$ cat config.mk
export PLATFORM = sky130hd
export DESIGN_NAME = bisynchronous_normal_queue
export DESIGN_NICKNAME = d
export VERILOG_FILES = /design/src/rtl/bisynchronous_normal_queue.sv
export SDC_FILE = /design/constraint.sdc
export NUM_CORES = 1
export LEC_CHECK = 0
export BUFFER_PORTS_ARGS = -buffer_cell sky130_fd_sc_hd__buf_2
export CORE_UTILIZATION = 45
export CTS_CLUSTER_DIAMETER = 30
export DETAILED_ROUTE_END_ITERATION = 6
export SYNTH_ARGS = -nofsm -noshare
export SYNTH_HDL_FRONTEND = slang
export SYNTH_SLANG_ARGS = --single-unit
$ cat constraint.sdc
create_clock -name clk -period 2 [get_ports clk]
set_input_delay 0.2 -clock clk [delete_from_list [all_inputs] [get_ports clk]]
set_output_delay 0.2 -clock clk [all_outputs]
set_load 0.005 [all_outputs]
$ cat src/rtl/bisynchronous_normal_queue.sv
// Valid/ready FIFO with wrap-bit pointers and no bypass path.
// Storage is flop-based so the asynchronous reset can clear every entry.
module bisynchronous_normal_queue #(
    parameter int p_num_bits         = 32,
    parameter int p_num_entries_bits = 2
) (
    input  logic                  clk,
    input  logic                  reset,
    input  logic                  w_val,
    output logic                  w_rdy,
    input  logic [p_num_bits-1:0] w_msg,
    output logic                  r_val,
    input  logic                  r_rdy,
    output logic [p_num_bits-1:0] r_msg
);

    localparam int depth = 2 ** p_num_entries_bits;

    logic [p_num_entries_bits:0]   w_ptr_with_wrapbit_q, w_ptr_with_wrapbit_d;
    logic [p_num_entries_bits:0]   r_ptr_with_wrapbit_q, r_ptr_with_wrapbit_d;
    logic [p_num_bits-1:0]         mem_q [depth];
    logic [p_num_bits-1:0]         mem_d [depth];

    logic [p_num_entries_bits-1:0] w_idx;
    logic [p_num_entries_bits-1:0] r_idx;
    logic                          w_wrap;
    logic                          r_wrap;
    logic                          empty;
    logic                          full;
    logic                          w_fire;
    logic                          r_fire;

    assign w_idx  = w_ptr_with_wrapbit_q[p_num_entries_bits-1:0];
    assign r_idx  = r_ptr_with_wrapbit_q[p_num_entries_bits-1:0];
    assign w_wrap = w_ptr_with_wrapbit_q[p_num_entries_bits];
    assign r_wrap = r_ptr_with_wrapbit_q[p_num_entries_bits];

    // Flags depend only on the pointers, never on w_val or r_rdy.
    assign empty  = (w_ptr_with_wrapbit_q == r_ptr_with_wrapbit_q);
    assign full   = (w_idx == r_idx) && (w_wrap != r_wrap);
    assign w_rdy  = !full;
    assign r_val  = !empty;
    assign r_msg  = mem_q[r_idx];

    assign w_fire = w_val && w_rdy;
    assign r_fire = r_val && r_rdy;

    always_comb begin
        w_ptr_with_wrapbit_d = w_ptr_with_wrapbit_q;
        r_ptr_with_wrapbit_d = r_ptr_with_wrapbit_q;
        if (w_fire) begin
            w_ptr_with_wrapbit_d = w_ptr_with_wrapbit_q + 1'b1;
        end
        if (r_fire) begin
            r_ptr_with_wrapbit_d = r_ptr_with_wrapbit_q + 1'b1;
        end
    end

    always_comb begin
        for (int i = 0; i < depth; i++) begin
            mem_d[i] = mem_q[i];
        end
        if (w_fire) begin
            mem_d[w_idx] = w_msg;
        end
    end

    always_ff @(posedge clk or negedge reset) begin
        if (!reset) begin
            w_ptr_with_wrapbit_q <= '0;
            r_ptr_with_wrapbit_q <= '0;
            for (int i = 0; i < depth; i++) begin
                mem_q[i] <= '0;
            end
        end else begin
            w_ptr_with_wrapbit_q <= w_ptr_with_wrapbit_d;
            r_ptr_with_wrapbit_q <= r_ptr_with_wrapbit_d;
            for (int i = 0; i < depth; i++) begin
                mem_q[i] <= mem_d[i];
            end
        end
    end

endmodule

# After elaboration in Yosys (flattened, before gate mapping)
# Index checks and enable logic that the tools add are counted.
totals:
  reg_bits: 134
  latch_bits: 0
  mem_bits_rw: 0
  mem_bits_ro: 0
  in_bits: 36
  out_inout_bits: 34
  word_cells: 28
  mem_count: 0
classes:
  addsub: 2
  mul: 0
  div: 0
  n_lt_le_gt_ge: 3
  n_eq_ne: 3
  shifts: 0
  n_mux: 6
  n_bitwise: 2
  n_reduce_logical: 6
ops:
  columns: ["cell", "n"]
  rows:
  - ["bitwise mux 128 bit", 1]
  - ["2-to-1 mux 32 bit", 3]
  - ["binary-select mux 32 bit (select 2 bit)", 1]
  - ["demux 32 bit (select 2 bit)", 1]
  - ["adder 3 x 1 -> 3 bit (second input constant)", 2]
  - [">= comparator 3 bit (second input constant)", 2]
  - ["NOT 2 -> 3 bit", 2]
  - ["logical AND 1 bit", 4]
  - ["== test 3 bit", 1]
  - ["< comparator 3 x 1 -> 1 bit (second input constant)", 1]
  - ["== test 2 bit", 1]
  - ["logical NOT 1 bit", 2]
  - ["inequality test 1 bit", 1]

# Logic depth before layout (Yosys ltp)
depth:
  word_depth: 6
  mapped_depth: 6
  mapped_depth_nobuf: 5

# Least setup slack after synthesis
# OpenSTA, ideal clock, no wires.
synth_path:
  path_type: "flip-flop to flip-flop"
  startpoint: "register r_ptr_with_wrapbit_q[1]"
  endpoint: "register mem_q[10] (netlist bit)"
  setup_time_ns: 0.125
  arrival_ns: 1.645
  t_required_ns: 1.875
  path_slack_ns: 0.229
  path_stages_with_launch: 6
  n_path_buf: 2
  period_less_slack_ns: 1.771
  path_cell_list: "dfrtp_1 > buf_2 > xnor2_2 > a31oi_4 > buf_6 > mux2_4"
synth_between:
  elab_chain_cells: 4
synth_lines:
  columns: ["item", "line_no", "text"]
  rows:
  - ["start, declared", "20", "logic [p_num_entries_bits:0] r_ptr_with_wrapbit_q, r_ptr_with_wrapbit_d;"]
  - ["start signal, assigned", "77", "r_ptr_with_wrapbit_q <= r_ptr_with_wrapbit_d;"]
  - ["== test 2 bit", "40", "assign full = (w_idx == r_idx) && (w_wrap != r_wrap);"]
  - ["logical AND 1 bit", "40", null]
  - ["logical NOT 1 bit", "41", "assign w_rdy = !full;"]
  - ["logical AND 1 bit", "45", "assign w_fire = w_val && w_rdy;"]
  - ["end signal, assigned by index", "79", "mem_q[i] <= mem_d[i];"]
  - ["end, declared", "21", "logic [p_num_bits-1:0] mem_q [depth];"]
# No other way between the ends.
# A chain may end at the register's enable or synchronous reset.

# Final worst setup path
layout_path:
  startpoint: "register r_ptr_with_wrapbit_q[0]"
  endpoint: "output r_msg[6]"
layout_between:
  elab_chain_cells: 4
layout_lines:
  columns: ["item", "line_no", "text"]
  rows:
  - ["NOT 2 -> 3 bit (implied by the code)", "43", "assign r_msg = mem_q[r_idx];"]
  - ["binary-select mux 32 bit (select 2 bit)", "43", null]
  - ["2-to-1 mux 32 bit (implied by the code) (2 in a row)", "43", null]
  - ["end, declared", "14", "output logic [p_num_bits-1:0] r_msg"]
# No other way between the ends. The select of a mux whose other input is x is not followed.

==> flow_metrics.py <==
metrics = {
    "die": {
        "start_util": 0.466,
        "die_width_microns": 122,
        "rows": 43,
        "die_h_microns": 122,
        "core-area_sq_um": 14000,
        "die-area_sq_um": 15000,
        "io_pins": 70,
    },
    "critical_path": {
        "path_class": "reg2out",
        "critical_path.startpoint_type": "flop",
        "worst-path-buf-inv": 2,
        "critPathMaxStageDelay_ns": 0.55,
        "worst_setup_path_end_kind": "primary output",
        "critPathTopFamily": "multiplexers",
        "slowest_stage": "mux4_2",
        "arrival_ns": 1.77,
        "crit_path_max_fanout": 18,
        "path_cells": "buf_12 -> mux4_2 -> buf_2",
        "required_ns": 1.80,
    },
    "power": {
        "p_leak_nw": 3.53,
        "vdd_drop_max_v": 0.000914,
        "power_density_nw_per_um2": 1920,
    },
    "detailed_routing": {
        "num_vias": 3380,
        "vias_per_cell": 5.31,
        "drt_iter0_drc": 115,
        "dr.pass1.iters": 4,
        "drc_errors": 0,
        "wl_microns": 12800,
        "wire_per_inst_microns": 20.2,
        "antenna_left": 0,
    },
    "logic_synthesis": {
        "syn-instance-count": 353,
        "syn_area_per_cell_sq_um": 18.5,
        "syn-cell-area_sq_um": 6510,
        "yosys_warnings": 0,
        "synth_fp_nets": 394,
        "ys_seq_area_frac": 0.515,
        "ys_seq_elements": 134,
        "ys_types": 22,
    },
    "sta": {
        "setup_slack_ns": 0.0297,
        "fin_crit_ns": 1.97,
        "hold_slack_ns": 0.0596,
        "fin_crit_sh": 0.985,
        "finalMaxSlewViolations": 0,
        "finClkSkew_ns": 0.00521,
        "worstMarginPinSlew_ns": 0.668,
        "rsz0062_at_grt": "true",
        "relSlewSlack": 0.555,
        "fmax_mhz": 508,
        "hold_viol": 0,
        "setup_viol": 0,
        "timing.setup.tns_ns": 0,
    },
    "placed_design": {
        "pre_cts_ws_ns": 0.148,
        "dpl.hpwl_microns": 8440,
        "io_buffers": 69,
        "gp_congestion": 0.715,
    },
    "clock_network": {
        "path_clk_slew_ns": 0.06,
        "cts-buffers-inserted": 17,
        "ctsHtreeMaxLevel": 4,
        "cts_tree": "yes",
        "clock_latency_ns": 0.42,
        "clkSinkCount": 134,
        "clockRootBuffer": "clkbuf_16",
        "clockBufferDepth": 2,
    },
    "run_status": {
        "status": "completed",
    },
    "global_route": {
        "grt_usage": 0.193,
        "antenna_found_initial": 0,
        "grt-ovfl-total": 0,
        "grt_pass1_wl_microns": 21200,
        "grt_start_max_net_pins": 47,
        "grt_pass1_vias": 3851,
    },
    "layout": {
        "layout-drive-gt1-share": 0.644,
        "area_growth_pct": 20.4,
        "num-fill-cells": 1117,
        "nNetsFinal": 483,
    },
    "flow_run": {
        "maxCapViolations": 0,
    },
    "worst_hold_path": {
        "hold_class": "in2reg",
    },
}
==> cells in the mapped netlist, drive strengths merged <==
cell	count	area share
a31o	1	0.0013
a31oi	4	0.013
buf	17	0.025
clkbuf	3	0.0017
dfrtp	134	0.51
ha	5	0.0096
inv	3	0.0017
mux2	130	0.29
mux4	32	0.11
nand2	6	0.0035
nand3	1	0.00077
nor2	2	0.0012
o21ai	2	0.0015
o311ai	2	0.0027
o31a	1	0.0015
o31ai	2	0.0023
xnor2	4	0.0077
xor2	4	0.0083
==> through the flow <==
| step | total power [mW] | cell area [sq um] | cells | util |
|---|---|---|---|---|
| detailed placement | 11.7 | 7150 | 601 | 0.511 |
| floorplan | 9.85 | 6520 | 353 | - |
| CTS | 15.2 | 7800 | 634 | 0.558 |
| global route | 16.0 | 7840 | 635 | 0.560 |
| finish | 15.1 | 7840 | 636 | 0.561 |
| global placement | 11.5 | 7150 | 601 | 0.511 |
==> final timing paths <==
kind	from	to	slack [ns]	cells past startpoint
max	r_ptr_with_wrapbit_q[0]	r_msg[6]	0.03	3
min	w_msg[15]	mem_q[79]	0.06	2
max reg2reg	r_ptr_with_wrapbit_q[0]	mem_q[110]	0.09	5
min reg2reg	mem_q[0]	mem_q[0]	0.50	1
max in group asynchronous	reset	mem_q[103]	1.02	3
min in group asynchronous	reset	mem_q[112]	0.36	2
==> logic make-up after synthesis <==
logic type                 after synthesis  synth area share
muxes                                  162             0.404
DFF                                    134             0.515
buffers and inverters                   23            0.0280
AOI/OAI and AO/OA                       12            0.0225
and+or+nand+nor                          9           0.00538
xor gates and xnor gates                 8            0.0159
adders and majority gates                5           0.00960
==> layout make-up <==
type,count,area (sq um),area share
diodes,1,2.50,0.000319
clock buffers,23,478,0.0609
clock inverters,9,148,0.0188
inverters,3,11.3,0.00144
multi-input cells,196,2990,0.382
flip-flops and latches,134,3360,0.428
well taps,180,225,0.0287
repair buffers,90,628,0.0801
==> state kept, by name, indices dropped and copies added, names as in the netlist <==
signal	flops
w_ptr_with_wrapbit_q	3
r_ptr_with_wrapbit_q	3
mem_q	128
==> where the power goes <==
part           switching (mW)  internal (mW)  total [mW]
combinational            2.47           4.28        6.75
sequential              0.887           4.14        5.02
clock                    1.13           2.18        3.30
total                    4.48           10.6        15.1
==> worst reg2reg max path, delay by kind of cell (launching register included) <==
family / cells / cell delay (ns)
flops: 1 / 0.45
xor+xnor: 1 / 0.44
buf+inv: 2 / 0.42
mux: 1 / 0.32
compound gates: 1 / 0.16
==> metal layers <==
metal	track usage	wire length, microns	vias to the layer above
li1	-	-	1483
met1	0.258	5870	1809
met2	0.293	6230	68
met3	0.0562	535	20
met4	0.0800	217	0
met5	0	0	-
==> cell usage in the layout (no fill, tap or decap) <==
master           n
nand2_1          6
ha_1             5
xnor2_1          2
o31ai_1          2
bufinv_16        4
mux2_2          11
dfrtp_1        132
diode_2          1
a31o_2           1
xor2_1           1
clkbuf_8         3
xor2_2           2
buf_8            1
mux2_4         119
o31a_2           1
clkbuf_16       17
o311ai_0         2
buf_4           12
o21ai_0          2
inv_1            3
a31oi_4          4
xnor2_2          2
buf_6            2
clkbuf_1         3
clkinv_2         4
mux4_2          32
buf_12           8
clkinvlp_4       1
dfrtp_2          2
nand3_1          1
dlygate4sd3_1    1
xor2_4           1
nor2_1           2
buf_2           66
==> timing repair <==
item,CTS,global route
setup endpoints to repair,19,32
setup buffers,0,1
hold buffers,1,0
endpoints found under the hold margin,43,0
gates resized for setup,4,5
No activity file was read; power rests on OpenSTA's default activity.
